<file path="src/rtl/adder_pipe_nbit.sv">
// Pipelined WIDTH-bit adder/subtractor: each stage adds one CHUNK and registers its carry,
// with a valid/ready handshake and per-stage backpressure so bubbles collapse.
`timescale 1ns/1ps
module adder_pipe_nbit #(
    parameter int WIDTH  = 32,
    parameter int STAGES = 4
) (
    input  logic             clk,
    input  logic             rst_n,
    input  logic             in_valid,
    output logic             in_ready,
    input  logic [WIDTH-1:0] A,
    input  logic [WIDTH-1:0] B,
    input  logic             Cin,
    input  logic             SUB,
    output logic             out_valid,
    input  logic             out_ready,
    output logic [WIDTH:0]   S,
    output logic             OVF
);
    localparam int CHUNK = WIDTH / STAGES;
    localparam int LAST  = STAGES - 1;

    if (WIDTH < 2 || STAGES < 1 || (WIDTH % STAGES) != 0) begin : g_bad_params
        $error("adder_pipe_nbit: WIDTH=%0d must be >= 2 and a multiple of STAGES=%0d", WIDTH, STAGES);
    end

    logic [STAGES-1:0] valid_q;
    logic [STAGES-1:0] carry_q;
    logic [WIDTH-1:0]  a_q [STAGES];
    logic [WIDTH-1:0]  b_q [STAGES];
    logic [WIDTH-1:0]  s_q [STAGES];

    logic [STAGES-1:0] ready;
    logic [STAGES-1:0] v_src;
    logic [STAGES-1:0] c_src;
    logic [WIDTH-1:0]  a_src [STAGES];
    logic [WIDTH-1:0]  b_src [STAGES];
    logic [WIDTH-1:0]  s_src [STAGES];
    logic [WIDTH-1:0]  s_d   [STAGES];
    logic [CHUNK:0]    chunk_sum [STAGES];

    function automatic logic [STAGES-1:0] low_mask(input int n);
        logic [STAGES-1:0] m;
        m = '0;
        for (int i = 0; i < STAGES; i++) begin
            if (i < n) m[i] = 1'b1;
        end
        return m;
    endfunction

    // Stage k can load unless it and every stage after it are full while the sink stalls.
    // Written as a flat tail check rather than a ready chain to keep the logic acyclic.
    always_comb begin
        ready = '0;
        for (int k = 0; k < STAGES; k++) begin
            ready[k] = out_ready || ((valid_q | low_mask(k)) != '1);
        end
    end

    assign in_ready = ready[0];

    always_comb begin
        a_src[0] = A;
        b_src[0] = SUB ? ~B : B;
        s_src[0] = '0;
        c_src[0] = SUB ? ~Cin : Cin;
        v_src[0] = in_valid;
        for (int k = 1; k < STAGES; k++) begin
            a_src[k] = a_q[k-1];
            b_src[k] = b_q[k-1];
            s_src[k] = s_q[k-1];
            c_src[k] = carry_q[k-1];
            v_src[k] = valid_q[k-1];
        end
        for (int k = 0; k < STAGES; k++) begin
            chunk_sum[k] = {1'b0, a_src[k][k*CHUNK +: CHUNK]}
                         + {1'b0, b_src[k][k*CHUNK +: CHUNK]}
                         + (CHUNK+1)'(c_src[k]);
            s_d[k] = s_src[k];
            s_d[k][k*CHUNK +: CHUNK] = chunk_sum[k][CHUNK-1:0];
        end
    end

    always_ff @(posedge clk or negedge rst_n) begin
        if (!rst_n) begin
            valid_q <= '0;
            carry_q <= '0;
            for (int k = 0; k < STAGES; k++) begin
                a_q[k] <= '0;
                b_q[k] <= '0;
                s_q[k] <= '0;
            end
        end else begin
            for (int k = 0; k < STAGES; k++) begin
                if (ready[k]) begin
                    valid_q[k] <= v_src[k];
                    // Data only moves with a valid token, so bubbles leave the registers untouched.
                    if (v_src[k]) begin
                        a_q[k]     <= a_src[k];
                        b_q[k]     <= b_src[k];
                        s_q[k]     <= s_d[k];
                        carry_q[k] <= chunk_sum[k][CHUNK];
                    end
                end
            end
        end
    end

    assign out_valid = valid_q[LAST];
    assign S         = {carry_q[LAST], s_q[LAST]};
    // b_q already holds the effective (possibly inverted) operand.
    assign OVF       = (a_q[LAST][WIDTH-1] == b_q[LAST][WIDTH-1])
                    && (s_q[LAST][WIDTH-1] != a_q[LAST][WIDTH-1]);

endmodule
</file>
<file path="config.mk">
export PLATFORM = sky130hd
export DESIGN_NAME = adder_pipe_nbit
export DESIGN_NICKNAME = d
export VERILOG_FILES = /design/src/rtl/adder_pipe_nbit.sv
export SDC_FILE = /design/constraint.sdc
export NUM_CORES = 1
export LEC_CHECK = 0
export CORE_ASPECT_RATIO = 0.5
export CORE_UTILIZATION = 25
export CTS_BUF_LIST = sky130_fd_sc_hd__clkbuf_4 sky130_fd_sc_hd__clkbuf_8
export DETAILED_ROUTE_END_ITERATION = 16
export PLACE_DENSITY_LB_ADDON = 0.05
export SLEW_MARGIN = 5
export SYNTH_ARGS = -nofsm -noshare
export SYNTH_HDL_FRONTEND = slang
export SYNTH_SLANG_ARGS = --single-unit
</file>
<file path="constraint.sdc">
create_clock -name clk -period 4.9 [get_ports clk]
set_input_delay 0.98 -clock clk [delete_from_list [all_inputs] [get_ports clk]]
set_output_delay 0.98 -clock clk [all_outputs]
set_load 0.1 [all_outputs]
</file>
==> impl_metrics.toml, run 1 <==
[worst_setup_path]
required_ns = 3.92
crit_fanout = 6
crit_chain = "clkdlybuf4s50_1 > and4b_1 > nand2_1 > buf_4"
slowest_stage = "clkdlybuf4s50_1"
rrSetupSlack_ns = 2.45
max_stage_delay_ns = 0.57
start_kind = "input pin"
worstPathBufferInverterCount = 2
critPathCaptureType = "primary output"
worstSetupPathType = "input pin to primary output"
timing.rr.end = "carry_q[3]"
critical-path-top-delay-family = "buffers and inverters"
rr_worst_depth = 6
r2r_start = "a_q[56]"
worstPathArrival_ns = 2.49

[timing]
tightest_slew_ns = 1.02
rsz0062_at_grt = "no"
timing.fmax_ghz = 0.288
drv_slew = 0
finClkSkew_ns = 0.0149
period_minus_slack_ns = 3.47
tns_ns = 0
setup_violations = 0
slew_headroom_pct = 31.8
timing.final.crit_share_pct = 70.8
whs_ns = 0.470
hold_violations = 0

[hold_path]
hp-class = "register to register"
min_from = "s_d[43]"
worst_hold_path.num_cells = 2
hold_end = "s_d[11]"

[final_layout]
multi_input_area_um2 = 3700
finalNetCount = 1135
fill_cells = 3500
area_delta_synth_final_pct = 22.0
layout-drive-gt1-share_pct = 5.76
final_cells = 1484
seq_area_um2 = 4650

[die]
coreArea_um2 = 33500
die_height_um = 133
ios = 106
start_util_pct = 25.7
die_x_um = 264
rows = 47
die-area_um2 = 35100

[logic_synthesis]
syn_area_per_cell_um2 = 9.19
yosysWarnings = 0
yosysTopAreaCell = "dfrtp_1"
synth-seq-cells = 186
async_flop_share_pct = 100
yosysTopAreaCellShare_pct = 54.2
synth_edf_count = 0
synth_cell_types = 55
synth_common_cells = "nand2_1, dfrtp_1, o21ai_0"
synth_fp_nets = 1041
syn_inst = 935
yosysMostFrequentCell = "nand2_1"
synth_area_um2 = 8590
seq_area_frac_synth_pct = 54.2
synth.area.top_cells = "dfrtp_1, nand2_1, ha_1"
synthFlopType = "dfrtp_1"

[route]
first_iter_violations = 373
wl_met2_um = 10300
dr.pass1.iters = 4
wl_per_cell_um = 15.9
drt-met1-wl_um = 12300
highest_layer = "met4"
via_per_inst = 4.34
routed_wl_um = 23600
via_count = 6435
drc = 0
met3WireLength_um = 726
ant_nets = 0

[pwr]
leakagePower_nw = 5.02
p_per_area_nw_per_um2 = 554
vdd.ir_drop.worst_mv = 0.318

[clock_tree]
cts.clk_slew.worst_paths_ns = 0.10
clk_path_buf_depth = 2
root_buffer = "clkbuf_8"
clk_latency_ns = 0.49
htree_num_levels = 4
numCtsBuffers = 17
holdBufCountCts = 0
cts.sinks = 186
post_cts.resized_instances = 0
cts_tree = "done"
cts_setup_buffers = 0

[placed_design]
dp_hpwl_um = 16800
io_buffers = 105
placed_cells = 1451
place.gp.congestion = 0.769

[global_route]
antenna_found_initial = 0
grt_usage_pct = 14.3
grt_max_degree = 83
overflow = 0
grt_first_pass_wirelength_um = 38200
grt_pass1_vias = 6676

[outcome]
status = "finished, final reports clean"

[run]
cap_viol_max_count = 0
[kinds of logic after synthesis]
group,Yosys count,synth area share (%)
and+or+nand+nor,497,23.0
DFF,186,54.2
AOI/OAI and AO/OA,123,9.89
buffers and inverters,54,2.99
xor gates and xnor gates,39,3.98
adders and majority gates,36,5.94
[layout by cell type, fill, tap and decap left out, types with 4 or more instances in the layout]
cell type	instances
o21ai_0	39
clkbuf_8	19
buf_4	10
inv_1	12
nor2_1	8
nor3_1	5
o211ai_1	8
nand2b_1	4
xnor2_1	27
a21oi_1	9
or3_1	4
o31a_1	5
dfrtp_1	186
xor2_1	12
a21o_1	5
nand3_1	4
or4_1	4
fa_1	8
inv_6	5
o21a_1	9
nand2_1	446
o31ai_1	8
nor2b_1	5
ha_1	28
clkdlybuf4s50_1	102
a211oi_1	9
[how the worst max path moves through the flow]
stage	from	endpoint	cells after the start
floorplan	S[31]	OVF	1
global placement	out_ready	b_q[111]	5
detailed placement	out_ready	b_q[111]	5
CTS	out_ready	in_ready	4
global route	out_ready	in_ready	4
finish	out_ready	in_ready	4
[report_power, final]
part | total, W | leakage, nW | internal [W] | switching (W)
Clock | 0.000995 | 0.179 | 0.000376 | 0.000619
Combinational | 0.00251 | 2.53 | 0.000740 | 0.00177
Sequential | 0.00230 | 2.31 | 0.00200 | 0.000304
Total | 0.00580 | 5.02 | 0.00311 | 0.00269
[routing by layer]
metal	track usage, %	vias to the layer above
met4	3.78	0
met3	2.88	19
met1	20.5	3111
li1	-	3243
met5	0	-
met2	21.8	62
[final cells by class]
| class | instances | share of cell area (%) |
|---|---|---|
| Tap cell | 441 | 5.27 |
| Multi-Input combinational cell | 695 | 35.3 |
| Timing Repair Buffer | 116 | 11.0 |
| Antenna cell | 1 | 0.0239 |
| Inverter | 13 | 0.466 |
| Sequential cell | 186 | 44.4 |
| Clock buffer | 18 | 2.36 |
| Clock inverter | 14 | 1.09 |
[tightest hold or removal path, stage by stage, from the launching register on]
cell,delay (ns)
dfrtp_1,0.35
nand2_1,0.05
nand2_1,0.05
[through the flow]
stage	instance area (µm²)	setup slack [ns]	power, W	utilization, %
after CTS	10500	1.47	0.00590	31.3
after global routing	10500	1.38	0.00622	31.3
final	10500	1.43	0.00580	31.3
after global placement	10100	1.48	0.00487	30.2
after detailed placement	10100	1.42	0.00488	30.2
after floorplan	8590	0.899	0.00411	-
[flip-flops by register name (all words and copies together) (netlist names)]
register and flops:
carry_q 4, valid_q 4, a_q 49, b_q 49, S 32, s_d 48
Note: power is estimated with default switching activity, not from simulation.
==> run 2, diff against run 1 <==
==> constraint.sdc (replaced) <==
create_clock -name clk -period 3.23 [get_ports clk]
set_input_delay 0.646 -clock clk [delete_from_list [all_inputs] [get_ports clk]]
set_output_delay 0.646 -clock clk [all_outputs]
set_load 0.1 [all_outputs]
==> run 2 against run 1 <==
Effect of this change: final cell count rose by 0.81%; core utilization is 0.21 points higher; routed wire length about the same; via count rose by 0.53%; worst setup slack got worse by 1.0 ns; sequential cell count is the same; non-clock buffer count is 11 higher; critical endpoint unchanged.
==> impl_metrics.toml, run 2 (synthesized netlist as in run 1, its figures left out) <==
[die]
die-area_um2 = 35100
rows = 47
coreArea_um2 = 33500
die_height_um = 133
start_util_pct = 25.7
ios = 106
die_x_um = 264

[route]
first_iter_violations = 353
routed_wl_um = 23600
dr.pass1.iters = 5
via_per_inst = 4.32
ant_nets = 0
via_count = 6469
wl_per_cell_um = 15.8
drc = 0

[timing]
timing.final.crit_share_pct = 86.9
tightest_slew_ns = 0.609
period_minus_slack_ns = 2.81
tns_ns = 0
finClkSkew_ns = 0.0222
timing.fmax_ghz = 0.356
hold_violations = 0
rsz0062_at_grt = "no"
setup_violations = 0
drv_slew = 0
slew_headroom_pct = 59.3
setup_ws_ns = 0.423

[global_route]
grt_first_pass_wirelength_um = 38600
grt_pass1_vias = 6829
overflow = 0
grt_max_degree = 59
grt_usage_pct = 14.4
antenna_found_initial = 0

[placed_design]
placed_cells = 1462
dp_hpwl_um = 17300
place.gp.congestion = 0.748
pre_cts_slack_ns = 0.378
io_buffers = 105

[pwr]
seqPwrFrac_pct = 39.3
p_int_w = 0.00478
leakagePower_nw = 5.16
power.net_switching_w = 0.00412
power_frac_clock_pct = 18.4
vdd.ir_drop.worst_mv = 0.557
p_per_area_nw_per_um2 = 844
swShare_pct = 46.3
p_comb_share_pct = 42.3

[worst_setup_path]
rr_worst_depth = 6
critPathCaptureType = "primary output"
crit_fanout = 6
start_kind = "input pin"
r2r_start = "a_q[80]"
rrSetupSlack_ns = 0.78
timing.rr.end = "s_d[22]"
worstSetupPathType = "input pin to primary output"
required_ns = 2.58
startpoint = "out_ready"
worstPathArrival_ns = 2.16

[final_layout]
final_cell_mix = "nand2_1, dfrtp_1, clkdlybuf4s50_1, buf_4, o21ai_0"
layout-drive-gt1-share_pct = 10.1
finalNetCount = 1146
area_delta_synth_final_pct = 22.8
final_cells = 1496
fill_cells = 3523
fin_util_pct = 31.5
final_common_cell = "nand2_1"

[outcome]
status = "finished, final reports clean"

[clock_tree]
numCtsBuffers = 17
root_buffer = "clkbuf_8"
clk_path_buf_depth = 2
post_cts.resized_instances = 0
cts.clk_slew.worst_paths_ns = 0.09
cts.sinks = 186
htree_num_levels = 4
clk_latency_ns = 0.50
cts_tree = "done"
holdBufCountCts = 0
cts_setup_buffers = 0

[hold_path]
hp-class = "input pin to asynchronous set/reset pin"

[run]
cap_viol_max_count = 0
## run 2: metrics by stage
| stage | total power, W | area (µm²) | hold WS [ns] |
|---|---|---|---|
| after detailed placement | 0.00737 | 10100 | 0.453 |
| after floorplan | 0.00624 | 8590 | 0.350 |
| after CTS | 0.00905 | 10500 | 0.106 |
| after global routing | 0.00953 | 10500 | 0.0901 |
| after global placement | 0.00735 | 10100 | 0.451 |
| final | 0.00890 | 10500 | 0.111 |
## run 2: worst max path at each step
stage / to / slack, ns / depth (start not counted)
floorplan: OVF / 0.32 / 1
global placement: carry_q[0] / 0.41 / 9
detailed placement: carry_q[0] / 0.38 / 9
CTS: in_ready / 0.47 / 4
global route: in_ready / 0.40 / 4
finish: in_ready / 0.42 / 4
## run 2: worst max-delay path, cell delays in order
cell and delay, ns:
clkdlybuf4s50_1 0.59, and4b_1 0.54, nand2_1 0.18, buf_12 0.20
## run 2: power groups by stage
stage	logic, W	registers, W	clock network (W)
after global routing	0.00412	0.00360	0.00181
final	0.00376	0.00350	0.00164
after floorplan	0.00148	0.00476	0
after global placement	0.00379	0.00355	0
after detailed placement	0.00380	0.00356	0
after CTS	0.00382	0.00352	0.00172
## run 2: metal layers
metal  global-route usage (%)  up-vias  share of wire [%]
met4                     2.33        0               0.52
met5                        0        -                  0
met3                     3.65        8                2.8
li1                         -     3268                  -
met1                     20.8     3146                 53
met2                     21.9       47                 44
## run 2: final cells by class
cell class | count | area (µm²) | share of cell area, %
Sequential cell | 186 | 4650 | 44.1
Clock buffer | 18 | 248 | 2.35
Inverter | 13 | 48.8 | 0.463
Timing Repair Buffer | 127 | 1190 | 11.3
Antenna cell | 2 | 5.00 | 0.0475
Clock inverter | 14 | 148 | 1.40
Multi-Input combinational cell | 695 | 3700 | 35.1
Tap cell | 441 | 552 | 5.23
